## config.mk

```make
export PLATFORM = sky130hd
export DESIGN_NAME = bundle_splitter
export DESIGN_NICKNAME = d
export VERILOG_FILES = /design/src/rtl/bundle_splitter.sv
export SDC_FILE = /design/constraint.sdc
export NUM_CORES = 1
export LEC_CHECK = 0
export ABC_AREA = 1
export CAP_MARGIN = 0
export CORE_MARGIN = 2
export CORE_UTILIZATION = 23
export DETAILED_ROUTE_END_ITERATION = 7
export GPL_ROUTABILITY_DRIVEN = 0
export GPL_TIMING_DRIVEN = 0
export PLACE_DENSITY = 0.47
export SYNTH_ARGS = -nofsm -noshare
export SYNTH_HDL_FRONTEND = slang
export SYNTH_SLANG_ARGS = --single-unit
export TNS_END_PERCENT = 50
```

## constraint.sdc

```tcl
create_clock -name clk -period 5.3 [get_ports clk]
set_input_delay 1.06 -clock clk [delete_from_list [all_inputs] [get_ports clk]]
set_output_delay 1.06 -clock clk [all_outputs]
set_load 0.02 [all_outputs]
```

## src/rtl/bundle_splitter.sv

```systemverilog
// Splits an aligned fetch packet of LANES instruction slots into a stream of
// single instructions, emitting only the slots whose mask bit is set.
module bundle_splitter #(
    parameter int LANES  = 2,
    parameter int ADDR_W = 32,
    parameter int ILEN   = 32
) (
    input  logic                                 clk,
    input  logic                                 rst,
    input  logic                                 flush,
    input  logic                                 in_valid,
    output logic                                 in_ready,
    input  logic [ADDR_W+LANES+LANES*ILEN:0]     in_data,
    output logic                                 out_valid,
    input  logic                                 out_ready,
    output logic [ADDR_W+ILEN:0]                 out_data
);

    localparam int LANE_W = (LANES > 1) ? $clog2(LANES) : 1;

    logic                    hold_valid_reg;
    logic [ADDR_W-1:0]       base_reg;
    logic [LANES-1:0]        mask_reg;
    logic                    fault_reg;
    logic [LANES*ILEN-1:0]   insts_reg;

    logic [ADDR_W-1:0]       in_base;
    logic [LANES-1:0]        in_mask;
    logic                    in_fault;
    logic [LANES*ILEN-1:0]   in_insts;

    logic [LANE_W-1:0]       lane_sel;
    logic [LANES-1:0]        mask_clr;
    logic [ADDR_W-1:0]       pc;
    logic [ILEN-1:0]         lane_inst [LANES];
    logic                    out_fire;
    logic                    in_fire;
    logic                    last;

    assign in_insts = in_data[LANES*ILEN-1:0];
    assign in_fault = in_data[LANES*ILEN];
    assign in_mask  = in_data[LANES*ILEN+1 +: LANES];
    assign in_base  = in_data[LANES*ILEN+1+LANES +: ADDR_W];

    generate
        for (genvar gi = 0; gi < LANES; gi++) begin : g_lane
            assign lane_inst[gi] = insts_reg[gi*ILEN +: ILEN];
        end
    endgenerate

    // Priority pick: scan downward so the lowest set bit wins.
    always_comb begin
        lane_sel = '0;
        for (int i = LANES - 1; i >= 0; i--) begin
            if (mask_reg[i]) begin
                lane_sel = LANE_W'(i);
            end
        end
    end

    assign mask_clr  = mask_reg & ~(LANES'(1) << lane_sel);
    assign pc        = base_reg + (ADDR_W'(lane_sel) << 2);
    assign out_valid = hold_valid_reg && !flush;
    assign out_data  = {pc, lane_inst[lane_sel], fault_reg};
    assign out_fire  = out_valid && out_ready;
    // A faulting packet retires after its first emitted slot.
    assign last      = out_fire && (fault_reg || (mask_clr == '0));
    assign in_ready  = !flush && (!hold_valid_reg || last);
    assign in_fire   = in_valid && in_ready;

    always_ff @(posedge clk) begin
        if (!rst) begin
            hold_valid_reg <= 1'b0;
            base_reg       <= '0;
            mask_reg       <= '0;
            fault_reg      <= 1'b0;
            insts_reg      <= '0;
        end else if (flush) begin
            hold_valid_reg <= 1'b0;
            mask_reg       <= '0;
        end else begin
            if (out_fire) begin
                mask_reg <= mask_clr;
                if (last) begin
                    hold_valid_reg <= 1'b0;
                end
            end
            // An empty-mask packet is swallowed without touching the holder.
            if (in_fire && (in_mask != '0)) begin
                hold_valid_reg <= 1'b1;
                base_reg       <= in_base;
                mask_reg       <= in_mask;
                fault_reg      <= in_fault;
                insts_reg      <= in_insts;
            end
        end
    end

endmodule

```

======== After elaboration in Yosys (flattened, before gate mapping) ========
Index checks and enable logic that the tools add are counted.
storage, ports and cells
  flip-flop bits (word level) ............. 100
  logic and storage cells ................. 40
operators by class
  add/subtract/negate cells ............... 1
  magnitude comparators ................... 1
  shifts and indexed selects .............. 1
  muxes and demuxes ....................... 10
  bitwise logic cells ..................... 5
  reductions and logical operators ........ 17
operators by type and width
  cell                                                               count
  32-bit 2-to-1 mux                                                  3
  32-bit by 3-bit adder with 32-bit output                           1
  1-bit logical AND                                                  6
  2-bit nonzero test                                                 3
  1-bit 2-to-1 mux                                                   5
  2-bit 2-to-1 mux                                                   2
  2-bit AND reduction                                                2
  2-bit AND                                                          1
  2-bit greater-or-equal comparator, second input constant           1
  1-bit logical NOT                                                  2
  2-bit logical NOT                                                  1
  1-bit logical OR                                                   2
  1-bit NOT                                                          2
  1-bit NOT with 2-bit output                                        1
  2-bit NOT                                                          1
  2-bit OR reduction                                                 1
  1-bit by 1-bit << shifter with 2-bit output, first input constant  1

======== Longest topological paths before layout ========
Gate-level depths: netlist of the first run.
  depth in word-level cells ............... 14
  depth in mapped cells ................... 13
  depth with buffers taken out ............ 11

======== Worst setup path before layout of the first run ========
OpenSTA, ideal clock, no wires.
  path kind ............................... reg-to-output
  from .................................... register mask_reg[1]
  to ...................................... output out_data[53]
  arrival time ............................ 2.323 ns
  path slack .............................. 1.917 ns
  stages on the path, launching flop included .. 13
  cells stage by stage .................... dfxtp_1 inv_1 nor2_1 clkbuf_1 clkbuf_1 ha_1 ha_1 nand2_1 nor2_1 nand2_1 nor2_1 nand3_1 xor2_1
on the way
  longest elaborated chain between the ends .. 3
RTL lines
  what                                      RTL line  RTL
  from (decl)                               23        logic [LANES-1:0] mask_reg;
  from (signal assigned)                    83        mask_reg <= mask_clr;
  from (signal assigned)                    92        mask_reg <= in_mask;
  1-bit 2-to-1 mux (2 in series)            55        if (mask_reg[i]) begin
  32-bit by 3-bit adder with 32-bit output  62        assign pc = base_reg + (ADDR_W'(lane_sel) << 2);
  to (decl)                                 16        output logic [ADDR_W+ILEN:0] out_data
Every way passes these cells.

======== Worst setup path in the final report of the first run ========
Same ends and word-level chain as after synthesis.

==> results of run 1 <==
layer usage:
metal  up-vias  part of all wire
li1       2902                 -
met1      2278              0.47
met2       135              0.45
met3        13             0.071
met4         0            0.0087
met5         -                 0
layout make-up:
cell class	instances	area, µm²	area share
Inverter	112	420	0.0560
Clock inverter	5	42.5	0.00567
Buffer	41	209	0.0279
Sequential cell	100	2000	0.267
Timing Repair Buffer	169	1690	0.225
Tap cell	280	350	0.0467
Clock buffer	11	253	0.0337
Multi-Input combinational cell	614	2530	0.338
cells in the final DEF (no fill, tap or decap), types with 4 or more instances in the layout:
cell type        count
nor2_1             223
buf_6                4
dfxtp_1            100
o21ai_0             33
xor2_1              19
buf_2               10
clkdlybuf4s50_1    169
clkbuf_16            9
inv_1              111
clkbuf_1            23
nor3_1              13
nand2_1            297
nand4_1              5
nand3_1             16
through the flow:
stage | total power [µW] | instance area, µm²
2_1_floorplan | 1040 | 5170
3_3_place_gp | 1240 | 7210
3_5_place_dp | 1240 | 7210
4_1_cts | 1930 | 7510
5_1_grt | 2000 | 7500
6_report | 1890 | 7500
path summary, 6_finish.rpt:
check	slack, ns	depth (start not counted)	endpoint	startpoint
min reg2reg	0.51	4	insts_reg[52]	insts_reg[52]
max	0.66	12	out_data[53]	mask_reg[1]
min	0.51	4	insts_reg[52]	insts_reg[52]
max reg2reg	3.55	9	insts_reg[44]	hold_valid_reg
repair_timing:
item / CTS / global route
setup endpoints to repair: 1 / 1
hold endpoints to repair: 0 / 0
gates resized for setup: 1 / 0
cells in the mapped netlist (all sizes together):
master	number
nand4	5
a21oi	2
inv	112
clkbuf	25
nor2	223
ha	2
nor3	13
buf	17
dfxtp	100
o21a	1
xor2	19
nand2	298
o21ai	33
nor3b	1
nand3	17
critical path, delay by kind of cell (launching register included):
family	cells	cell delay (ns)
adder cells (fa/ha/maj)	2	0.44
buffers and inverters	3	1.13
XOR/XNOR	1	0.18
AND/OR/NAND/NOR	6	1.13
flip-flops	1	0.35
logic make-up (layout without fill, tap and decap cells):
group                      after synthesis  count (layout)
AOI/OAI and AO/OA                       36              36
buffers and inverters                  154             338
adders and majority gates                2               2
and+or+nand+nor                        557             557
xor gates and xnor gates                19              19
DFF                                    100             100
power by group through the flow:
stage	Combinational (µW)	Sequential (µW)	Clock [µW]
6_report	394	829	671
5_1_grt	438	835	724
4_1_cts	401	829	702
3_5_place_dp	398	846	0
3_3_place_gp	399	846	0
2_1_floorplan	203	840	0
==> qor.csv, run 1 <==
metric;value;unit
Iter 0 DRT Violations;221;
synthesized flop and latch total;100;
Initial Util;0.235;
Area Growth Syn to Fin;45.2;%
worst-skew pair later-pin latency;0.36;ns
mean post-synth cell area;5.95;µm²
Synth Cell Area;0.00517;mm²
CTS Buffer Depth;2;
Crit. End Element;output port;
Final Cycle Share;0.876;
crit path kind;flop to output port;
sequential share of power;0.438;
Core Box Area;0.0220;mm²
Leakage Power;0.00353;µW
CTS Sinks;100;
GR peak layer;met2;
Synth area leader;dfxtp_1;
TritonCTS clock tree;yes;
IO Port Bufs;169;
share of layout cells above drive strength 1;0.0352;
Detailed Route WL;17.3;mm
First-pass DRT Iterations;5;
highest cell delay on the worst timing path;0.63;ns
Final #Nets;1153;
number of H-tree levels;3;
Worst VDD drop;0.137;mV
grt met3 use;0.0490;
Worst-Margin Slew;0.563;ns
Post-Syn Instances;868;
Netlist cell types;20;
global route overflow;0;
simple-gate portion of the synthesized area;0.418;
synth top area cells;dfxtp_1, nand2_1, nor2_1, inv_1, xor2_1;
switching part of the total;0.292;
DR vias;5328;
vias per std cell;4.00;
Synth Area in XOR/XNOR;0.0322;
critical path startpoint category;flop;
M1 GR Usage;0.185;
DRC viols;0;
Comb pwr share;0.208;
RSZ-0062 raised after global routing;no;
chip height;154;µm
post-synthesis compound-gate area fraction;0.0354;
placed cells;1317;
max-slew headroom at the worst pin;0.625;
Synth Area in Adders;0.00484;
first-pass GRT wire length;27.3;mm
fin util;0.342;
wire length per cell;13.0;µm
Sum Neg Setup Slack;0;ns
CTS Hold Bufs;0;
top-area cell type share of the netlist area;0.387;
Tmin final;4.64;ns
Power Dens Cells;252;mW/mm²
setup violators final;0;
DPL Wire Length;13.3;mm
hold_ws;0.511;ns
max FFs per register;64;
Die Area;0.0237;mm²
row cnt;54;
Num CTS Buffers;9;
Post-Layout Cell Count;1332;
# fillers;2450;
most frequent CP cell;nor2_1;
Final Hold Fails;0;
fmax;215;MHz
Tightest Hold Check Type;flop to flop;
CP Cell Sequence;inv_1, nor2_1, clkbuf_2, ha_1, ha_1, nand2_1, nor2_1, nand2_1, nor2_1, nand3_1, xor2_1, clkdlybuf4s50_1;
clk root buf;clkbuf_16;
pre-CTS setup slack;0.387;ns
Int Pwr;1340;µW
largest family of logic cells by synthesized area;simple AND/OR/NAND/NOR gates;
clock power share;0.355;
Worst EP required;4.24;ns
largest net degree at the start of global routing;18;
post-synthesis mux area share;0;
Worst path slowest cell;clkdlybuf4s50_1;
GR Layer Usage met2;0.245;
Ys Warns;0;
postcts setup bufs;0;
fin worst setup slack;0.659;ns
switching power;554;µW
vias in the first global route;5227;
CP max FO;19;
die width;154;µm
Routed Antenna Nets;0;
initial antenna violation count;1;
WP data arrival;3.58;ns
outcome;finished clean;
Max-cap violations;0;
post-synthesis sequential area ratio;0.387;
Syn Nets;974;
# IOs;171;
clk_skew;0.00811;ns
all-layer global routing usage;0.147;
Antenna Cells;0;
Final Max Tran Viols;0;
CTS clk-pin slew, worst paths;0.08;ns
(Power assumes the default switching activity.)
==> run 2, diff against run 1 <==
Settings changed: SETUP_SLACK_MARGIN set to 0.02.
==> results of run 2 <==
No change in the layout: final DEF, timing and power equal those of run 1.
==> run 3, diff against run 2 <==
Settings changed: CTS_CLUSTER_DIAMETER set to 60.
==> results of run 3 <==
No change in the layout: final DEF, timing and power equal those of run 1.
